$ cat src/rtl/kb_ascii_tx_pkg.sv
// Shared constants for the scan-code to ASCII transmit path: FSM encoding,
// control characters and the set-2 Enter scan code.
package kb_ascii_tx_pkg;

  // 2-bit FSM state encoding
  localparam logic [1:0] ENC_IDLE    = 2'd0;
  localparam logic [1:0] ENC_XLAT    = 2'd1;
  localparam logic [1:0] ENC_SEND    = 2'd2;
  localparam logic [1:0] ENC_SEND_LF = 2'd3;

  typedef enum logic [1:0] {
    ST_IDLE    = ENC_IDLE,
    ST_XLAT    = ENC_XLAT,
    ST_SEND    = ENC_SEND,
    ST_SEND_LF = ENC_SEND_LF
  } state_e;

  localparam logic [7:0] ASCII_CR = 8'h0d;
  localparam logic [7:0] ASCII_LF = 8'h0a;
  localparam logic [7:0] SC_ENTER = 8'h5a;

endpackage

$ cat src/rtl/kb_scan2ascii.sv
// Combinational set-2 scan code to ASCII ROM (lowercase letters, digits,
// space and Enter). Anything without an entry maps to UNMAPPED_CHAR.
module kb_scan2ascii
  import kb_ascii_tx_pkg::*;
#(
  parameter logic [7:0] UNMAPPED_CHAR = 8'h2a
) (
  input  logic [7:0] scan_code,
  output logic [7:0] ascii
);

  // Case-statement lookup table
  always_comb begin
    ascii = UNMAPPED_CHAR;
    case (scan_code)
      8'h1c: ascii = 8'h61; // a
      8'h32: ascii = 8'h62; // b
      8'h21: ascii = 8'h63; // c
      8'h23: ascii = 8'h64; // d
      8'h24: ascii = 8'h65; // e
      8'h2b: ascii = 8'h66; // f
      8'h34: ascii = 8'h67; // g
      8'h33: ascii = 8'h68; // h
      8'h43: ascii = 8'h69; // i
      8'h3b: ascii = 8'h6a; // j
      8'h42: ascii = 8'h6b; // k
      8'h4b: ascii = 8'h6c; // l
      8'h3a: ascii = 8'h6d; // m
      8'h31: ascii = 8'h6e; // n
      8'h44: ascii = 8'h6f; // o
      8'h4d: ascii = 8'h70; // p
      8'h15: ascii = 8'h71; // q
      8'h2d: ascii = 8'h72; // r
      8'h1b: ascii = 8'h73; // s
      8'h2c: ascii = 8'h74; // t
      8'h3c: ascii = 8'h75; // u
      8'h2a: ascii = 8'h76; // v
      8'h1d: ascii = 8'h77; // w
      8'h22: ascii = 8'h78; // x
      8'h35: ascii = 8'h79; // y
      8'h1a: ascii = 8'h7a; // z
      8'h45: ascii = 8'h30; // 0
      8'h16: ascii = 8'h31; // 1
      8'h1e: ascii = 8'h32; // 2
      8'h26: ascii = 8'h33; // 3
      8'h25: ascii = 8'h34; // 4
      8'h2e: ascii = 8'h35; // 5
      8'h36: ascii = 8'h36; // 6
      8'h3d: ascii = 8'h37; // 7
      8'h3e: ascii = 8'h38; // 8
      8'h46: ascii = 8'h39; // 9
      8'h29: ascii = 8'h20; // space
      SC_ENTER: ascii = ASCII_CR;
      default: ascii = UNMAPPED_CHAR;
    endcase
  end

endmodule

$ cat src/rtl/kb_ascii_tx.sv
// Pops scan codes one at a time from the keyboard buffer, translates them to
// ASCII and writes them into the UART TX FIFO. Enter is sent as CR then LF.
module kb_ascii_tx
  import kb_ascii_tx_pkg::*;
#(
  parameter logic [7:0]  UNMAPPED_CHAR = 8'h2a,
  parameter int unsigned CNT_W         = 8
) (
  input  logic             clk,
  input  logic             reset,
  input  logic             kb_buf_empty,
  input  logic [7:0]       key_code,
  output logic             rd_key_code,
  input  logic             tx_full,
  output logic             wr_tx,
  output logic [7:0]       w_data,
  output logic [CNT_W-1:0] key_cnt
);

  state_e           state_q, state_d;
  logic [7:0]       code_q, code_d;
  logic [7:0]       w_data_q, w_data_d;
  logic [CNT_W-1:0] key_cnt_q, key_cnt_d;
  logic [7:0]       lut_ascii;

  kb_scan2ascii #(
    .UNMAPPED_CHAR(UNMAPPED_CHAR)
  ) u_lut (
    .scan_code(code_q),
    .ascii    (lut_ascii)
  );

  // State and datapath registers, cleared asynchronously
  always_ff @(posedge clk or posedge reset) begin
    if (reset) begin
      state_q   <= ST_IDLE;
      code_q    <= 8'h00;
      w_data_q  <= 8'h00;
      key_cnt_q <= '0;
    end else begin
      state_q   <= state_d;
      code_q    <= code_d;
      w_data_q  <= w_data_d;
      key_cnt_q <= key_cnt_d;
    end
  end

  // Next-state and strobe logic; strobes are only raised from states that
  // cannot overlap, so pop and write never coincide
  always_comb begin
    state_d     = state_q;
    code_d      = code_q;
    w_data_d    = w_data_q;
    key_cnt_d   = key_cnt_q;
    rd_key_code = 1'b0;
    wr_tx       = 1'b0;
    case (state_q)
      ST_IDLE: begin
        if (!kb_buf_empty) begin
          rd_key_code = 1'b1;
          code_d      = key_code;
          key_cnt_d   = key_cnt_q + CNT_W'(1);
          state_d     = ST_XLAT;
        end
      end
      ST_XLAT: begin
        w_data_d = lut_ascii;
        state_d  = ST_SEND;
      end
      ST_SEND: begin
        if (!tx_full) begin
          wr_tx = 1'b1;
          if (code_q == SC_ENTER) begin
            // Preload LF so w_data is already stable while SEND_LF waits
            w_data_d = ASCII_LF;
            state_d  = ST_SEND_LF;
          end else begin
            state_d = ST_IDLE;
          end
        end
      end
      ST_SEND_LF: begin
        if (!tx_full) begin
          wr_tx   = 1'b1;
          state_d = ST_IDLE;
        end
      end
      default: state_d = ST_IDLE;
    endcase
  end

  assign w_data  = w_data_q;
  assign key_cnt = key_cnt_q;

endmodule

$ cat config.mk
export PLATFORM = sky130hd
export DESIGN_NAME = kb_ascii_tx
export DESIGN_NICKNAME = d
export VERILOG_FILES = /design/src/rtl/kb_ascii_tx_pkg.sv /design/src/rtl/kb_scan2ascii.sv /design/src/rtl/kb_ascii_tx.sv
export SDC_FILE = /design/constraint.sdc
export NUM_CORES = 1
export LEC_CHECK = 0
export ABC_AREA = 0
export BUFFER_PORTS_ARGS = -buffer_cell sky130_fd_sc_hd__buf_2
export CAP_MARGIN = 20
export CELL_PAD_IN_SITES_DETAIL_PLACEMENT = 0
export CELL_PAD_IN_SITES_GLOBAL_PLACEMENT = 1
export CORE_ASPECT_RATIO = 0.8
export CORE_UTILIZATION = 46
export CTS_CLUSTER_SIZE = 40
export DETAILED_ROUTE_END_ITERATION = 8
export PLACE_DENSITY = 0.89
export SYNTH_ARGS = -nofsm -noshare
export SYNTH_HDL_FRONTEND = slang
export SYNTH_HIERARCHICAL = 1
export SYNTH_SLANG_ARGS = --single-unit
$ cat constraint.sdc
create_clock -name clk -period 4 [get_ports clk]
set_input_delay 0.2 -clock clk [delete_from_list [all_inputs] [get_ports clk]]
set_output_delay 0.2 -clock clk [all_outputs]
set_load 0.02 [all_outputs]
# == Yosys cells after proc, flatten, opt, wreduce, memory -nomap -nowiden ==
# Memory sizes are Yosys's and may differ from the RTL's.
# Cells that the tools add are included.
# word_totals
reg_bits,26
latchBits,0
ram_bits,0
mem_bits_ro,896
input_bits,12
output_inout_bits,18
elab_cells,34
memories,1
# op_classes
add_sub_neg,1
n_mul,0
n_div,0
magnitude_cmp,0
eq_ne,8
shifts,0
muxes,13
bitwise_logic,1
n_reduce_logical,6
# memory_table
name,words,width,read_ports,rd_ports_with_merged_regs,write_ports,line,rtl
(no name shown),128,7,1,0,0,kb_scan2ascii.sv:15,case (scan_code)
# op_table
op,n
2-to-1 mux 8 bit,3
one-hot mux 8 bit (2 select lines),1
"adder 8 x 1 -> 8 bit, second input constant",1
"== test 8 x 7 -> 1 bit, second input constant",1
2-to-1 mux 2 bit,4
"inequality test 2 bit, second input constant",4
one-hot mux 2 bit (4 select lines),1
AND reduction 3 bit,2
"== test 2 bit, second input constant",2
2-to-1 mux 1 bit,4
"== test 2 x 1 -> 1 bit, second input constant",1
zero test 2 bit,1
AND reduction 2 bit,1
nonzero test 2 bit,1
OR reduction 2 bit,1
inverter 1 bit,1

# == Depth between registers and ports, before layout ==
# Gate-level depths: netlist of run 1.
# depth
word_depth,4
mapped_depth,10
mapped_depth_nobuf,9

# == Hierarchy ==
# Netlist of run 1, hierarchy kept.
# modules_own_cells
mod,n_inst,cells_per_inst,area_per_inst_um2
kb_ascii_tx,1,120,1183.6
kb_scan2ascii,1,119,839.6

# == Least setup slack after synthesis of run 1 ==
# Ideal clock, no wire load.
# synth_timing
path_kind,flip-flop to flip-flop
startpoint,reg code_q[1]
endpoint,reg w_data_q[1] (netlist: w_data[1])
setup_ns,0.126
arrival_ns,2.080
t_required_ns,3.874
slack_ns,1.794
path_stages_with_launch,9
path_cell_list,dfrtp_1 -> inv_1 -> ha_1 -> or2b_2 -> a21boi_1 -> o31ai_1 -> a221o_1 -> nand2b_1 -> o311a_1
# synth_between
elab_chain_cells,3
word_cells_on_any_way,6
classes_between,eq/ne (2); mux (2); reduce/logical (1); memory (1)
# synth_rtl
item,line,rtl
from (decl),kb_ascii_tx.sv:21,"logic [7:0] code_q, code_d;"
from (signal assigned),kb_ascii_tx.sv:42,code_q <= code_d;
memory (128 x 7 bit),n/a,
2-to-1 mux 8 bit,kb_scan2ascii.sv:15,
net lut_ascii[1],kb_ascii_tx.sv:24,logic [7:0] lut_ascii;
one-hot mux 8 bit (2 select lines),kb_ascii_tx.sv:57,case (state_q)
to (signal assigned),kb_ascii_tx.sv:43,w_data_q <= w_data_d;
to (decl),kb_ascii_tx.sv:22,"logic [7:0] w_data_q, w_data_d;"
# The timed path passes the listed nets, and every way through them passes these cells.
# A chain may end at the register's enable or synchronous reset.

# == Worst setup path after layout of run 1 ==
# Same ends and word-level chain as after synthesis.

==> results of run 1 <==
[worst max-delay path by stage]
stage	end	cells past startpoint
after global placement	w_data[1]	6
after detailed placement	w_data[1]	8
after global routing	w_data[1]	8
after CTS	w_data[1]	8
final	w_data[1]	8
after floorplan	w_data[1]	8
[layer usage]
layer	share of wire, %	global-route usage [%]	vias up
li1	-	-	893
met1	48	28.3	833
met2	46	35.7	53
met3	5.6	5.04	4
met4	0.74	3.85	0
met5	0	0	-
[stage by stage]
step	util [%]	area [sq um]	instances
after CTS	52.0	2180	313
final	52.9	2220	315
after floorplan	-	2020	239
after detailed placement	50.7	2130	309
after global routing	52.9	2220	315
after global placement	50.7	2130	309
[power groups by stage]
| stage | registers, mW | logic, mW | clock network, mW |
|---|---|---|---|
| 2_1_floorplan | 0.544 | 0.853 | 0 |
| 3_3_place_gp | 0.617 | 0.974 | 0 |
| 3_5_place_dp | 0.620 | 0.970 | 0 |
| 4_1_cts | 0.614 | 0.975 | 0.175 |
| 5_1_grt | 0.652 | 1.10 | 0.185 |
| 6_report | 0.617 | 0.985 | 0.168 |
[worst max-delay path, stage by stage, from the launching register on]
cell,delay (ns)
dfrtp_1,0.61
inv_1,0.19
ha_1,0.35
or2b_2,0.33
a21boi_1,0.19
o31ai_1,0.10
a221o_1,0.35
nand2b_1,0.14
o311a_1,0.14
[synth_stat cells (2+ instances only)]
library cell,count
buf_2,7
nand2_1,46
a21oi_1,9
o31ai_1,2
o311a_1,2
nor3_1,4
nor4_1,2
a21oi_2,3
o21ai_0,15
inv_1,9
o211ai_1,9
a211oi_1,3
xnor2_1,6
nor2b_1,5
or3_1,2
o21bai_1,2
nand4_1,4
ha_1,8
and2b_1,3
nand4b_1,2
buf_6,3
nand3b_1,2
and3_1,4
nand2b_1,7
dfrtp_1,26
a21boi_1,2
buf_4,2
a31oi_1,4
nand3_1,4
o21ai_1,2
clkbuf_1,2
nor2_1,7
[final cells by class]
type,instances,area [sq um]
Timing Repair Buffer,31,183
Tap cell,57,71.3
Fill cell,409,1980
Sequential cell,26,651
Clock buffer,4,55.1
Inverter,10,37.5
Multi-Input combinational cell,187,1220
[flip-flops by register name, indices dropped and copies added, names as in the netlist]
signal	cells
code_q	8
key_cnt	8
state_q	2
w_data	8
[logic make-up after synthesis]
group,share of synthesized area [%]
multiplexers,3.46
buffers and inverters,7.30
AND/OR/NAND/NOR,26.5
flip-flops,32.2
AO/OA/AOI/OAI,22.4
other,0.185
XOR/XNOR,3.03
adder cells (fa/ha/maj),4.95
[what timing repair did]
action	4_1_cts	5_1_grt
hold buffers	0	1
gates resized for setup	0	0
hold endpoints to repair	0	5
==> out/results.tsv, run 1 <==
metric	value	unit
die area	4670	sq um
crit-path max FO	14	
FF+latch count, synth	26	
status	finished clean	
Max Clk Rate	0.397	GHz
Setup Buffers After CTS	0	
Syn Nets	259	
final hold vios	0	
final setup fails	0	
Total GRT Usage	21.0	%
commonest non-fill, non-tap cell in the layout	nand2_1	
worst r2r src	code_q[1]	
GR Overflow Total	0	
worst path required time	4.16	ns
# DRC	0	
critical path type	register to register	
gp weighted congestion	0.951	
Max Slew Vio Count	0	
pre-CTS setup slack	1.54	ns
initial antenna violation count	0	
TritonCTS Buffers	3	
Yosys top cell by area	dfrtp_1	
fraction of registers with async set/reset	100	%
first-pass GRT wire length	7750	um
worst r2r path cells	8	
Peak VDD IR	410	uV
Total Power	1.77	mW
Final Cycle Share	63.0	%
Leakage Power	1.01	nW
YS warnings	6	
layout cell share with drive strength beyond 1	17.8	%
Die W	76.1	um
hold depth	3	
Clock Sink Count	26	
MaxCap Viol Count	0	
most frequent cells in the layout	nand2_1 (46), buf_2 (29), dfrtp_1 (26)	
switching share of power	49.8	%
setup_tns	0	ns
Syn-to-layout area delta	9.83	%
Initial DRC Count	202	
reg2reg setup slack	1.48	ns
routed wire length	4590	um
vias per cell	5.66	
Startpoint Class	register	
Slew @ Worst Pin	0.938	ns
PD cells	797	nW/um^2
top_reg_cell synth	dfrtp_1	
vias in the first global route	1625	
cell area after synthesis	2020	sq um
Post-synth EDFFs	0	
syn_area_per_cell	8.47	sq um
crit path time final	2.52	ns
CTS max path bufs	2	
clock-pin slew on the worst setup and hold paths	0.09	ns
Worst Hold Class	input port to register	
core box area	4200	sq um
reg2reg end	w_data[1]	
Starting Density	48.1	%
hold wc startpoint	key_code[3]	
Syn Inst Count	239	
Ports	30	
sequential power share	34.9	%
clock root cell	clkbuf_8	
synth unique cells	63	
largest net degree at the start of global routing	36	
vias	1783	
clock power share	9.5	%
drt wl/cell	14.6	um
Hold Path End	code_q[3]	
FP Rows	21	
P_int	888	uW
crit end category	register	
I/O Buffers	29	
H-tree depth	1	
hpwl dp	3280	um
Synth top area share	32.2	%
antenna cells	0	
switching power	882	uW
chip height	61.3	um
RSZ-0062 raised after global routing	no	
Setup Skew	0.00471	ns
CTS tree	done	
Hold Slack	0.115	ns
Layout Nets	279	
post-route setup slack	1.48	ns
crit path DAT	2.68	ns
drt pass-1 iters	4	
post-synthesis sequential area ratio	32.2	%
Clock Latency Late Sink	0.27	ns
crit path launch	code_q[1]	
combinational power share	55.6	%
synth top area cells	dfrtp_1 (32%), nand2_1 (8.5%), ha_1 (4.9%), o21ai_0 (3.7%), o211ai_1 (3.3%)	
relative slew slack	37.5	%
post-route ant nets	0	
Power figures use the tool's default switching activity.
==> run 2, diff against run 1 <==
Settings changed: ABC_AREA 0 to 1, CORE_UTILIZATION 46 to 37, PLACE_DENSITY 0.89 to 0.8.
Clock period 4 ns to 2.2 ns, I/O delays scaled along.
==> run 2 against run 1 <==
Effect of this change: hold slack got worse by 0.093 ns; synthesized cell count increased by 18%; non-clock buffer count is 5 higher; the run now ends with design-rule violations left; sequential power rose by 62%; count of clock-buffer cells in the layout is 1 lower; critical endpoint unchanged; design area grew 1.6%; largest cell class unchanged; first-iteration DRC count is 2.0% higher; combinational power grew 120%; core utilization is 8.5 points lower; critical path depth rose by 3.
==> out/results.tsv, run 2 <==
metric	value	unit	change
drt wl/cell	12.3	um	-15%
Multi-input gate area	1130	sq um	-7.6%
vias per cell	4.86		-14%
clock-pin slew on the worst setup and hold paths	0.10	ns	about the same
synth unique cells	29		-54%
crit path DAT	2.15	ns	-0.53 ns
final hold vios	0		unchanged
I/O Buffers	29		unchanged
crit path launch	code_q[0]		
critical path type	register to register		
Syn Inst Count	282		+18%
vias in the first global route	1618		-0.43%
FP Rows	23		+9.5%
slowest CP cell	dfrtp_1		
Total GRT Usage	17.6	%	-3.4 points
Leakage Power	1.23	nW	+22%
fraction of registers with async set/reset	100	%	unchanged
Yosys top cell by area	dfrtp_1		
CTS max path bufs	2		unchanged
FF+latch count, synth	26		unchanged
CP Depth	11		+3
final instance area	2260	sq um	+1.6%
die area	5650	sq um	+21%
Startpoint Class	register		
hpwl dp	3610	um	+10%
post-route ant nets	0		unchanged
syn_area_per_cell	7.02	sq um	-17%
Post-synth EDFFs	0		unchanged
failing checks	design-rule violations		
Final Cycle Share	90.1	%	+27 points
chip height	67.4	um	+10%
Setup Buffers After CTS	0		unchanged
Peak VDD IR	684	uV	+67%
most frequent CP cell	nand2_1		
clock root cell	clkbuf_8		
RSZ-0062 raised after global routing	no		
MaxCap Viol Count	0		unchanged
hold wc startpoint	key_code[4]		
Syn-to-layout area delta	14.0	%	
PD cells	1600	nW/um^2	+100%
H-tree depth	1		unchanged
core box area	5090	sq um	+21%
Max Slew Vio Count	0		unchanged
first-pass GRT wire length	7860	um	+1.4%
Layout Nets	336		+20%
most frequent cell after synthesis	nand2_1		
Die W	83.8	um	+10%
cell area after synthesis	1980	sq um	-2.1%
Initial DRC Count	206		+2.0%
crit end category	register		
largest net degree at the start of global routing	27		-25%
Synth top area share	32.8	%	+0.69 points
drt pass-1 iters	7		+3
Commonest cells post-synth	nand2_1 (102), inv_1 (28), dfrtp_1 (26), nand3_1 (22), nor2_1 (13)		
most frequent cells in the layout	nand2_1 (102), buf_2 (29), inv_1 (27)		
worst path required time	2.37	ns	-1.79 ns
synth top area cells	dfrtp_1 (33%), nand2_1 (19%), nand3_1 (5.6%), inv_1 (5.3%), ha_1 (5.1%)		
top_reg_cell synth	dfrtp_1		
crit path time final	1.98	ns	-0.536 ns
Starting Density	38.9	%	-9.2 points
post-synthesis sequential area ratio	32.8	%	+0.69 points
worst r2r path cells	11		+3
routed wire length	4640	um	+1.2%
Worst Hold Class	input port to register		
initial antenna violation count	0		unchanged
final setup fails	0		unchanged
register area	651	sq um	unchanged
setup_tns	0	ns	unchanged
gp weighted congestion	0.965		+1.5%
max incr delay on CP	0.48	ns	-0.13 ns
reg2reg setup slack	0.22	ns	-1.26 ns
# DRC	7		+7
Clock Latency Late Sink	0.27	ns	about the same
Filler Cell Count	516		+26%
CP Capture Point	w_data[1]		
crit-path max FO	7		-7
reg2reg end	w_data[1]		
commonest non-fill, non-tap cell in the layout	nand2_1		
Ports	30		unchanged
TritonCTS Buffers	3		unchanged
YS warnings	6		unchanged
vias	1832		+2.7%
CP top delay family	simple AND/OR/NAND/NOR gates		
layout cell share with drive strength beyond 1	23.5	%	+5.7 points
GR Overflow Total	0		unchanged
Max Clk Rate	0.504	GHz	+27%
DP Area	2180	sq um	+2.2%
WP buf/inv	1		unchanged
antenna cells	0		unchanged
worst r2r src	code_q[0]		
Hold Slack	0.0224	ns	-0.0926 ns
Total Power	3.60	mW	+100%
Clock Sink Count	26		unchanged
status	finished with violations		
CTS tree	done		
ordered cell list for the critical path	inv_2, ha_1, nand2_1, nand2_1, nand2_1, or2_0, nand3_1, nand2_1, or2_2, nand3_1, nand2_1		
Syn Nets	302		+17%
Setup Skew	0.00452	ns	-0.000185 ns
-- run 2: what timing repair did --
item	CTS	global route
gates resized for setup	0	1
hold endpoints to repair	26	0
hold buffers	1	0
endpoints found under the setup margin	0	1
-- run 2: metrics by stage --
stage	setup WS [ns]	util, %	instances
floorplan	0.318	-	282
global placement	0.241	42.7	372
detailed placement	0.208	42.7	372
CTS	0.181	44.3	377
global route	0.0557	44.3	377
finish	0.217	44.3	377
-- run 2: final cells by class --
cell class | instances | share of cell area [%]
sequential | 26 | 28.8
timing repair buffer | 36 | 8.87
multi-input combinational | 217 | 50.2
clock inverter | 1 | 1.33
clock buffer | 3 | 1.83
inverter | 32 | 5.54
tap | 62 | 3.44
-- run 2: power by group --
group	internal [mW]	total (mW)	leakage, nW	switching, mW
logic	0.781	2.20	0.872	1.42
registers	0.693	0.999	0.323	0.305
clock network	0.244	0.401	0.0357	0.158
-- run 2: logic make-up (layout without fill, tap and decap cells) --
family	Yosys count	in the layout	share of synthesized area, %
flops	26	26	32.8
simple gates	167	167	39.2
fa+ha+maj	8	8	5.05
xor+xnor	6	6	2.65
buf+inv	39	72	9.98
other cells	1	1	0.189
compound gates	35	35	10.1
-- run 2: per-layer routing --
layer  vias up  wire [um]  GRT usage, %
li1        952          -             -
met1       787       2310          27.3
met2        89       1900          25.5
met3         4        418          3.67
met4         0         13          1.94
met5         -          0             0
-- run 2: worst min-delay path by stage --
| stage | endpoint | cells after the start |
|---|---|---|
| CTS | code_q[4] | 3 |
| finish | code_q[4] | 3 |
| global placement | w_data[7] | 3 |
| global route | code_q[3] | 3 |
| detailed placement | w_data[2] | 3 |
| floorplan | code_q[0] | 1 |
-- run 2: tightest hold or removal path: stages --
cell and delay, ns:
buf_2 0.07, nand2_1 0.04, nand2_1 0.04
==> run 3, diff against run 2 <==
Settings changed: CORE_UTILIZATION 37 to 38, CTS_BUF_LIST set to sky130_fd_sc_hd__clkbuf_4 sky130_fd_sc_hd__clkbuf_8, PLACE_DENSITY 0.8 to 0.82.
==> run 3 against run 2 <==
Effect of this change: the flow now finishes without violations; core utilization grew 1.1 points; clock skew is essentially flat; maximum frequency rose by 0.51%; die area is 2.6% lower; design area up 0.67%; sequential power shrank 3.8%; count of clock-buffer cells in the layout unchanged; critical path type unchanged; highest routed layer unchanged.
==> out/results.tsv, run 3 (same netlist as run 2, synthesis figures left out) <==
metric	value	unit	change
status	finished clean		
vias	1873		+2.2%
Syn-to-layout area delta	14.7	%	
combinational power share	62.5	%	+1.3 points
FP Rows	23		unchanged
switching share of power	52.1	%	-0.28 points
Layout Cells excl Fill	379		+0.53%
post-route ant nets	0		unchanged
hold wc startpoint	key_code[3]		
PD cells	1600	nW/um^2	about the same
GR Overflow Total	0		unchanged
initial antenna violation count	0		unchanged
die area	5510	sq um	-2.6%
TritonCTS Buffers	3		unchanged
Setup Buffers After CTS	0		unchanged
crit path time final	1.97	ns	-0.0101 ns
Die W	82.7	um	-1.3%
Leakage Power	1.24	nW	+0.87%
antenna cells	0		unchanged
post_cts resized	0		unchanged
CTS max path bufs	2		unchanged
Worst Hold Class	input port to register		
Starting Density	39.6	%	+0.67 points
routed wire length	4550	um	-2.1%
Inst Count DP	374		+0.54%
core box area	5010	sq um	-1.7%
drt wl/cell	12.0	um	-2.6%
Layout Nets	338		+0.60%
# DRC	0		-7
crit path DAT	2.14	ns	about the same
critical path type	register to register		
Peak VDD IR	698	uV	+2.0%
Total GRT Usage	18.1	%	+0.48 points
layout cell share with drive strength beyond 1	23.7	%	+0.17 points
Clock Latency Late Sink	0.27	ns	about the same
hpwl dp	3490	um	-3.3%
MaxCap Viol Count	0		unchanged
Clock Sink Count	26		unchanged
H-tree depth	1		unchanged
sequential power share	26.5	%	-1.2 points
largest net degree at the start of global routing	27		unchanged
Core Util, Final	45.4	%	+1.1 points
gp weighted congestion	0.939		-2.7%
drt pass-1 iters	4		-3
I/O Buffers	29		unchanged
CTS tree	done		
P_int	1.74	mW	+1.2%
final hold vios	0		unchanged
clock root cell	clkbuf_8		
Max Slew Vio Count	0		unchanged
Ports	30		unchanged
switching power	1.89	mW	about the same
Max Clk Rate	0.507	GHz	+0.51%
first-pass GRT wire length	7590	um	-3.4%
chip height	66.6	um	-1.3%
RSZ-0062 raised after global routing	no		
commonest non-fill, non-tap cell in the layout	nand2_1		
vias in the first global route	1639		+1.3%
vias per cell	4.94		+1.7%
Startpoint Class	register		
Final Cycle Share	89.7	%	-0.46 points
crit end category	register		
final setup fails	0		unchanged
Total Power	3.63	mW	+0.61%
Initial DRC Count	170		-17%
setup_tns	0	ns	unchanged
most frequent cells in the layout	nand2_1 (102), buf_2 (29), inv_1 (28)		
clock power share	11.0	%	about the same
worst path required time	2.37	ns	about the same
crit-path max FO	9		+2
Setup Skew	0.00441	ns	-0.000112 ns
worst r2r src	code_q[2]		
clock-pin slew on the worst setup and hold paths	0.09	ns	about the same
crit path launch	code_q[2]		
-- run 3: changes by cell type in the layout (fill, tap and decap cells not counted) --
cell   change
buf_4      +2
inv_2      -1
inv_1      +1
-- run 3: power groups by stage --
| stage | registers (mW) | clock network (mW) | logic, mW |
|---|---|---|---|
| finish | 0.961 | 0.399 | 2.27 |
| global route | 1.01 | 0.438 | 2.55 |
| CTS | 0.963 | 0.414 | 2.25 |
| detailed placement | 0.973 | 0 | 2.24 |
| global placement | 0.970 | 0 | 2.27 |
| floorplan | 1.05 | 0 | 1.62 |
-- run 3: through the flow --
| step | area [sq um] | setup WS (ns) | hold slack, ns |
|---|---|---|---|
| floorplan | 1980 | 0.318 | 0.150 |
| finish | 2270 | 0.227 | 0.0246 |
| global route | 2270 | 0.0203 | 0.00689 |
| CTS | 2270 | 0.235 | 0.0175 |
| detailed placement | 2190 | 0.256 | 0.186 |
| global placement | 2190 | 0.265 | 0.178 |
-- run 3: area by class of cell --
cell class,instances,area (sq um)
clock buffer,3,41.3
clock inverter,1,30.0
fill,544,2740
inverter,32,125
multi-input combinational,217,1130
sequential,26,651
tap,62,77.6
timing repair buffer,38,215
-- run 3: worst paths after layout --
check | end | cells past startpoint | slack, ns
max in group asynchronous | code_q[6] | 4 | 1.52
max | w_data[1] | 10 | 0.23
min in group asynchronous | w_data[3] | 4 | 0.43
min | code_q[3] | 3 | 0.02
max reg2reg | w_data[1] | 10 | 0.23
min reg2reg | w_data[4] | 2 | 0.47
-- run 3: metal layers --
| layer | up-vias | routed length, um | GRT usage [%] |
|---|---|---|---|
| met5 | - | 0 | 0 |
| met4 | 0 | 36 | 3.88 |
| li1 | 954 | - | - |
| met2 | 75 | 1860 | 24.8 |
| met3 | 4 | 319 | 4.52 |
| met1 | 840 | 2320 | 27.9 |
-- run 3: what timing repair did --
action                     4_1_cts  5_1_grt
setup endpoints to repair        0        0
hold buffers                     1        0
hold endpoints to repair        26        0
-- run 3: critical path, stage by stage, from the launching register on --
cell and delay [ns]:
dfrtp_1 0.57, buf_4 0.25, nand2_1 0.10, nand2_1 0.12
nand2_1 0.08, or2_0 0.20, nand3_1 0.09, nand2_1 0.05
or2_2 0.28, nand3_1 0.08, nand2_1 0.05
